### config.mk
export PLATFORM = sky130hd
export DESIGN_NAME = capture_sequencer
export DESIGN_NICKNAME = d
export VERILOG_FILES = /design/src/rtl/capture_sequencer.sv
export SDC_FILE = /design/constraint.sdc
export NUM_CORES = 1
export LEC_CHECK = 0
export CAP_MARGIN = 10
export CORE_MARGIN = 3
export CORE_UTILIZATION = 40
export DETAILED_ROUTE_END_ITERATION = 12
export GPL_ROUTABILITY_DRIVEN = 1
export GPL_TIMING_DRIVEN = 0
export PLACE_DENSITY_LB_ADDON = 0.25
export SYNTH_ARGS = -nofsm -noshare
export SYNTH_HDL_FRONTEND = slang
export SYNTH_SLANG_ARGS = --single-unit
### constraint.sdc
create_clock -name CLK -period 3.39 [get_ports CLK]
set_input_delay 0.5085 -clock CLK [delete_from_list [all_inputs] [get_ports CLK]]
set_output_delay 0.5085 -clock CLK [all_outputs]
set_load 0.02 [all_outputs]
### src/rtl/capture_sequencer.sv
// capture_sequencer: arm, circular pre-trigger capture, post-trigger countdown and oldest-first
// valid/ready readout for one 8Kx8 sample BRAM. Optional macro CAPTURE_PRETRIG_FULL_EN.
module capture_sequencer #(
    parameter int DEPTH_LOG2 = 13,
    parameter int WIDTH      = 8
) (
    input  logic                  CLK,
    input  logic                  RESET,
    input  logic                  ARM,
    input  logic                  ABORT,
    input  logic [DEPTH_LOG2-1:0] POST_COUNT,
    input  logic                  SAMPLE_VALID,
    input  logic [WIDTH-1:0]      SAMPLE,
    input  logic                  TRIGGER,
    input  logic                  READ_START,
    output logic [WIDTH-1:0]      RD_DATA,
    output logic                  RD_VALID,
    input  logic                  RD_READY,
    output logic                  RD_LAST,
    output logic                  RAM_EN,
    output logic                  RAM_WE,
    output logic [DEPTH_LOG2-1:0] RAM_ADDR,
    output logic [WIDTH-1:0]      RAM_DIN,
    input  logic [WIDTH-1:0]      RAM_DOUT,
    output logic [2:0]            STATE,
    output logic                  WRAPPED,
    output logic [DEPTH_LOG2-1:0] TRIG_ADDR
);

    typedef enum logic [2:0] {
        S_IDLE  = 3'd0,
        S_ARMED = 3'd1,
        S_POST  = 3'd2,
        S_DONE  = 3'd3,
        S_READ  = 3'd4
    } state_t;

    localparam logic [DEPTH_LOG2:0] FULL_COUNT = {1'b1, {DEPTH_LOG2{1'b0}}};
    localparam logic [DEPTH_LOG2:0] ONE_LEFT   = (DEPTH_LOG2+1)'(1);

    state_t                state_q, state_d;
    logic [DEPTH_LOG2-1:0] wptr_q;
    logic                  wrapped_q;
    logic [DEPTH_LOG2-1:0] trig_addr_q;
    logic [DEPTH_LOG2-1:0] post_lat_q;
    logic [DEPTH_LOG2-1:0] remaining_q;
    logic [DEPTH_LOG2-1:0] rd_addr_q;
    logic [DEPTH_LOG2:0]   rd_left_q;

    logic [1:0]            fifo_cnt_q;
    logic [WIDTH-1:0]      slot0_data_q, slot1_data_q;
    logic                  slot0_last_q, slot1_last_q;
    logic                  inflight_q, inflight_last_q;

    logic                  wr_en, issue, trig_hit, arm_go, read_go;
    logic                  trig_allow, pop, push;
    logic [2:0]            occ_after_pop;

`ifdef CAPTURE_PRETRIG_FULL_EN
    assign trig_allow = wrapped_q;
`else
    assign trig_allow = 1'b1;
`endif

    assign RD_VALID  = (fifo_cnt_q != 2'd0);
    assign RD_DATA   = slot0_data_q;
    assign RD_LAST   = RD_VALID && slot0_last_q;
    assign STATE     = state_q;
    assign WRAPPED   = wrapped_q;
    assign TRIG_ADDR = trig_addr_q;

    assign pop  = RD_VALID && RD_READY;
    assign push = inflight_q;
    // Reads are issued only when a skid slot is guaranteed for the returning byte.
    assign occ_after_pop = {1'b0, fifo_cnt_q} + {2'b00, inflight_q} - {2'b00, pop};

    always_ff @(posedge CLK or posedge RESET) begin
        if (RESET) begin
            state_q <= S_IDLE;
        end else begin
            state_q <= state_d;
        end
    end

    always_comb begin
        state_d  = state_q;
        wr_en    = 1'b0;
        issue    = 1'b0;
        trig_hit = 1'b0;
        arm_go   = 1'b0;
        read_go  = 1'b0;
        case (state_q)
            S_IDLE: begin
                if (ARM) begin
                    arm_go  = 1'b1;
                    state_d = S_ARMED;
                end
            end
            S_ARMED: begin
                wr_en = SAMPLE_VALID;
                if (SAMPLE_VALID && TRIGGER && trig_allow) begin
                    trig_hit = 1'b1;
                    state_d  = (post_lat_q == '0) ? S_DONE : S_POST;
                end
            end
            S_POST: begin
                wr_en = SAMPLE_VALID;
                if (SAMPLE_VALID && remaining_q == DEPTH_LOG2'(1)) begin
                    state_d = S_DONE;
                end
            end
            S_DONE: begin
                if (ARM) begin
                    arm_go  = 1'b1;
                    state_d = S_ARMED;
                end else if (READ_START) begin
                    read_go = 1'b1;
                    state_d = S_READ;
                end
            end
            S_READ: begin
                issue = (rd_left_q != '0) && (occ_after_pop < 3'd2);
                if (pop && slot0_last_q) begin
                    state_d = S_DONE;
                end
            end
            default: state_d = S_IDLE;
        endcase
        if (ABORT) begin
            state_d  = S_IDLE;
            wr_en    = 1'b0;
            issue    = 1'b0;
            trig_hit = 1'b0;
            arm_go   = 1'b0;
            read_go  = 1'b0;
        end
    end

    always_comb begin
        RAM_EN   = wr_en || issue;
        RAM_WE   = wr_en;
        RAM_ADDR = issue ? rd_addr_q : wptr_q;
        RAM_DIN  = wr_en ? SAMPLE : '0;
    end

    always_ff @(posedge CLK or posedge RESET) begin
        if (RESET) begin
            wptr_q      <= '0;
            wrapped_q   <= 1'b0;
            trig_addr_q <= '0;
            post_lat_q  <= '0;
            remaining_q <= '0;
        end else begin
            if (arm_go) begin
                wptr_q     <= '0;
                wrapped_q  <= 1'b0;
                post_lat_q <= POST_COUNT;
            end else if (wr_en) begin
                wptr_q <= wptr_q + 1'b1;
                if (wptr_q == '1) begin
                    wrapped_q <= 1'b1;
                end
            end
            if (trig_hit) begin
                trig_addr_q <= wptr_q;
                remaining_q <= post_lat_q;
            end else if (wr_en && state_q == S_POST) begin
                remaining_q <= remaining_q - 1'b1;
            end
        end
    end

    // Oldest sample sits at WPTR once the buffer has wrapped, otherwise at address 0.
    always_ff @(posedge CLK or posedge RESET) begin
        if (RESET) begin
            rd_addr_q <= '0;
            rd_left_q <= '0;
        end else if (read_go) begin
            rd_addr_q <= wrapped_q ? wptr_q : '0;
            rd_left_q <= wrapped_q ? FULL_COUNT : {1'b0, wptr_q};
        end else if (issue) begin
            rd_addr_q <= rd_addr_q + 1'b1;
            rd_left_q <= rd_left_q - 1'b1;
        end
    end

    always_ff @(posedge CLK or posedge RESET) begin
        if (RESET) begin
            fifo_cnt_q      <= '0;
            slot0_data_q    <= '0;
            slot1_data_q    <= '0;
            slot0_last_q    <= 1'b0;
            slot1_last_q    <= 1'b0;
            inflight_q      <= 1'b0;
            inflight_last_q <= 1'b0;
        end else if (ABORT) begin
            fifo_cnt_q      <= '0;
            inflight_q      <= 1'b0;
            inflight_last_q <= 1'b0;
        end else begin
            inflight_q      <= issue;
            inflight_last_q <= issue && (rd_left_q == ONE_LEFT);
            case ({push, pop})
                2'b10: begin
                    if (fifo_cnt_q == 2'd0) begin
                        slot0_data_q <= RAM_DOUT;
                        slot0_last_q <= inflight_last_q;
                    end else begin
                        slot1_data_q <= RAM_DOUT;
                        slot1_last_q <= inflight_last_q;
                    end
                    fifo_cnt_q <= fifo_cnt_q + 2'd1;
                end
                2'b01: begin
                    slot0_data_q <= slot1_data_q;
                    slot0_last_q <= slot1_last_q;
                    fifo_cnt_q   <= fifo_cnt_q - 2'd1;
                end
                2'b11: begin
                    if (fifo_cnt_q == 2'd1) begin
                        slot0_data_q <= RAM_DOUT;
                        slot0_last_q <= inflight_last_q;
                    end else begin
                        slot0_data_q <= slot1_data_q;
                        slot0_last_q <= slot1_last_q;
                        slot1_data_q <= RAM_DOUT;
                        slot1_last_q <= inflight_last_q;
                    end
                end
                default: ;
            endcase
        end
    end

endmodule

==> qor.csv <==
stage,metric,value,unit
pwr,cell area power density,518,nW/µm²
logic_synthesis,multiplexer share of the synthesized area,6.48,%
logic_synthesis,"EDFF count, synth",0,
status,failing checks,negative setup slack,
routing,Routed Antenna Nets,0,
worst_setup_path,CP Class,reg -> out,
cells_and_area,fin cells,889,
pwr,Flop pwr share,42.7,%
clock_network,Root Driver,clkbuf_16,
clock_network,total CTS buffers,9,
cells_and_area,Synth-to-Final Area Change,35.2,%
logic_synthesis,"FFs w/ async S/R, synth",100,%
routing,via count,5053,
sta,Final Hold Violating Endpoints,0,
logic_synthesis,cell taking the most area after synthesis,dfrtp_1,
routing,final WL,16200,µm
logic_synthesis,cells after synthesis,584,
logic_synthesis,Synth warnings,0,
clock_network,Worst-Skew Late Latency,0.36,ns
floorplan,num rows,42,
logic_synthesis,area share of fa/ha/maj cells after synthesis,3.04,%
pwr,sw power,1.33,mW
sta,worst slew pin tran,0.992,ns
sta,Final Cycle Share,106,%
clock_network,CTS tree,done,
grt,gr ovfl total,0,
logic_synthesis,Most used DFF post-synth,dfrtp_1,
routing,# DRC,0,
sta,final slew viol count,0,
floorplan,# IOs,87,
routing,WL/cell,18.2,µm
routing,met2 WL post-DR,7920,µm
sta,Clock Skew,0.0107,ns
worst_setup_path,crit end category,output pin,
logic_synthesis,Yosys top cell area share,46.9,%
clock_network,Clock H-tree levels,3,
worst_setup_path,reg2reg start,fifo_cnt_q[0],
clock_network,CTS clock-pin slew for the worst setup and hold paths,0.07,ns
floorplan,Initial Utilization,41.6,%
logic_synthesis,xor/xnor share of the synthesized area,5.32,%
logic_synthesis,Syn Area/Cell,9.58,µm²
worst_setup_path,Crit path arrival time,3.08,ns
grt,antenna violations before repair,0,
grt,vias in the first global route,5020,
routing,routed length on met3,920,µm
sta,setup violators final,14,
logic_synthesis,"FF+latch count, synth",105,
pwr,Sw Ratio,34.0,%
logic_synthesis,Syn Nets,634,
logic_synthesis,combinational family with the most area after synthesis,simple AND/OR/NAND/NOR gates,
placement,gpl congestion,0.905,
sta,Fin Setup TNS,-1.68,ns
hold_path,worst hold path type,reg -> reg,
logic_synthesis,mapped cell area,5600,µm²
placement,DP Worst Slack,-0.977,ns
pwr,Tot Pwr,3.92,mW
sta,Highest Clock Rate,0.278,GHz
grt,gr usage total,20.8,%
sta,Slew Limit Headroom,33.7,%
run,number of max-cap violations,0,
status,status,"finished, violations left",
floorplan,Die Wd,124,µm
pwr,Comb pwr share,30.3,%
pwr,maximum VDD drop,0.000284,V
logic_synthesis,Compound-Gate Fraction of Synth Area,11.7,%
placement,HPWL after DPL,10400,µm
floorplan,die area,15400,µm²
worst_setup_path,Top delay family on crit path,adder cells,
worst_setup_path,FF-to-FF path depth,18,
logic_synthesis,Yosys cell types,57,
logic_synthesis,largest cells by area after synthesis,"dfrtp_1 47%, mux2_2 6.0%, xnor2_1 4.7%, nand2_1 4.6%, a21oi_1 3.2%",
grt,largest net degree at the start of global routing,65,
hold_path,WHS Endpoint,TRIG_ADDR[2],
cells_and_area,fin nets,758,
worst_setup_path,"setup slack, reg-to-reg",0.11,ns
worst_setup_path,critical-path cell list,inv_2 > ha_4 > nor2b_4 > ha_4 > nand2b_4 > fa_2 > xnor2_2 > nand3_2 > or2_1 > buf_6 > inv_8 > buf_8 > mux2_4 > buf_6,
cells_and_area,"Core Util, Final",56.3,%
placement,placed cells,847,
routing,Via density,5.68,
grt,first-pass GRT wire length,26200,µm
clock_network,# hold bufs at CTS,0,
routing,Max Used Layer,met4,
worst_setup_path,Bufs and invs on worst path,5,
worst_setup_path,"Max FO, Critical Path",7,
sta,final worst setup slack,-0.202,ns
floorplan,Die Y,124,µm
hold_path,hold_sp,TRIG_ADDR[2],
worst_setup_path,"Slowest-stage cell, CP",dfrtp_1,
floorplan,core box area,13500,µm²
routing,DR iter-0 viols,372,
sta,minimum clock period after layout,3.59,ns
placement,I/O Buffers,86,
worst_setup_path,reg-to-reg endpoint,rd_left_q[6],
worst_setup_path,Worst setup SP type,flip-flop,
cells_and_area,# diodes,0,
cells_and_area,layout cells sized above 1,20.8,%
clock_network,TritonCTS Sinks,105,
worst_setup_path,beginning of the critical path,fifo_cnt_q[0],
sta,RSZ-0062 raised after global routing,yes,
logic_synthesis,"Seq/Total Area, Yosys",46.9,%
pwr,Leak Pwr,3.25,nW
hold_path,hold path depth,2,
logic_synthesis,simple-gate share of the synthesized area,22.4,%
pwr,Cell Int Power,2.59,mW
worst_setup_path,Crit path required time,2.88,ns
routing,drt pass-1 iters,5,
pwr,clock share of power,27.0,%
routing,wire length on met1,7080,µm
worst_setup_path,CP max stage delay,0.37,ns
clock_network,clock buffer depth,2,
[registers in the layout, summed over array words and instances (netlist names), 2 cells and up]
name and cells:
RD_DATA 8, STATE 3, TRIG_ADDR 13, fifo_cnt_q 2, post_lat_q 13, rd_addr_q 13
rd_left_q 14, remaining_q 13, slot1_data_q 8, wptr_q 13
[worst min-delay path: cells and delay by family, from the launching register on]
kind | cells | cell delay (ns)
DFF | 1 | 0.35
and+or+nand+nor | 2 | 0.10
[how the worst max path moves through the flow]
stage / endpoint / slack, ns / cells past startpoint
floorplan: RAM_ADDR[11] / 0.06 / 13
global placement: TRIG_ADDR[4] / -1.51 / 2
detailed placement: RAM_ADDR[11] / -0.98 / 13
CTS: RAM_ADDR[11] / -0.16 / 13
global route: RAM_ADDR[11] / -0.30 / 14
finish: RAM_ADDR[11] / -0.20 / 14
[logic make-up after synthesis]
family,count (synthesis)
mux,32
simple gates,240
buf+inv,56
compound gates,104
flops,105
fa+ha+maj,13
xor+xnor,34
[repair_timing]
| item | CTS | global route |
|---|---|---|
| endpoints found under the setup margin | 23 | 36 |
| pin swaps | 7 | 21 |
| hold endpoints to repair | 0 | 0 |
| buffers inserted | 18 | 6 |
| gates cloned | 1 | 2 |
| resized for setup | 131 | 22 |
[stage by stage]
| stage | area (µm²) | hold slack [ns] |
|---|---|---|
| after global placement | 6680 | 0.462 |
| after CTS | 7390 | 0.485 |
| final | 7570 | 0.477 |
| after global routing | 7570 | 0.512 |
| after detailed placement | 6710 | 0.463 |
| after floorplan | 5600 | 0.459 |
[metal layers]
| layer | up-vias | GRT usage, % |
|---|---|---|
| li1 | 2339 | - |
| met5 | - | 0 |
| met3 | 29 | 5.36 |
| met2 | 145 | 33.3 |
| met4 | 0 | 5.22 |
| met1 | 2540 | 28.2 |
[cell usage after synthesis, drive strengths merged (10+ instances only)]
master and n:
nand3 32, nor3 16, clkbuf 28, mux2 31, and3 10, inv 18, a22oi 10, nand2 68
xnor2 30, ha 12, o21ai 26, nor4 17, dfrtp 105, a21oi 36, buf 10, nor2 40
[power by group through the flow]
| stage | Combinational [mW] | Clock (mW) | Sequential [mW] |
|---|---|---|---|
| floorplan | 0.594 | 0 | 1.70 |
| global placement | 0.984 | 0 | 1.68 |
| detailed placement | 1.01 | 0 | 1.69 |
| CTS | 1.11 | 1.09 | 1.67 |
| global route | 1.29 | 1.14 | 1.70 |
| finish | 1.19 | 1.06 | 1.67 |
[final cells by class]
class | count | area [µm²]
Multi-Input combinational cell | 423 | 3040
Timing Repair inverter | 1 | 6.26
Tap cell | 176 | 220
Timing Repair Buffer | 112 | 1090
Sequential cell | 105 | 2630
Buffer | 38 | 210
Inverter | 18 | 77.6
Clock buffer | 11 | 233
Clock inverter | 5 | 63.8
Fill cell | 1207 | 5890
[layout by cell type, fill, tap and decap left out, types with 14 or more instances in the layout]
cell type,netlist,layout
nand2_1,68,66
dfrtp_1,105,105
buf_4,1,24
a21oi_1,36,36
clkdlybuf4s50_1,0,71
o21ai_0,26,18
xnor2_1,30,29
nor2_1,40,40
mux2_2,30,29
nand3_1,32,31
inv_1,17,14
clkbuf_1,28,27
Power figures use the tool's default switching activity.
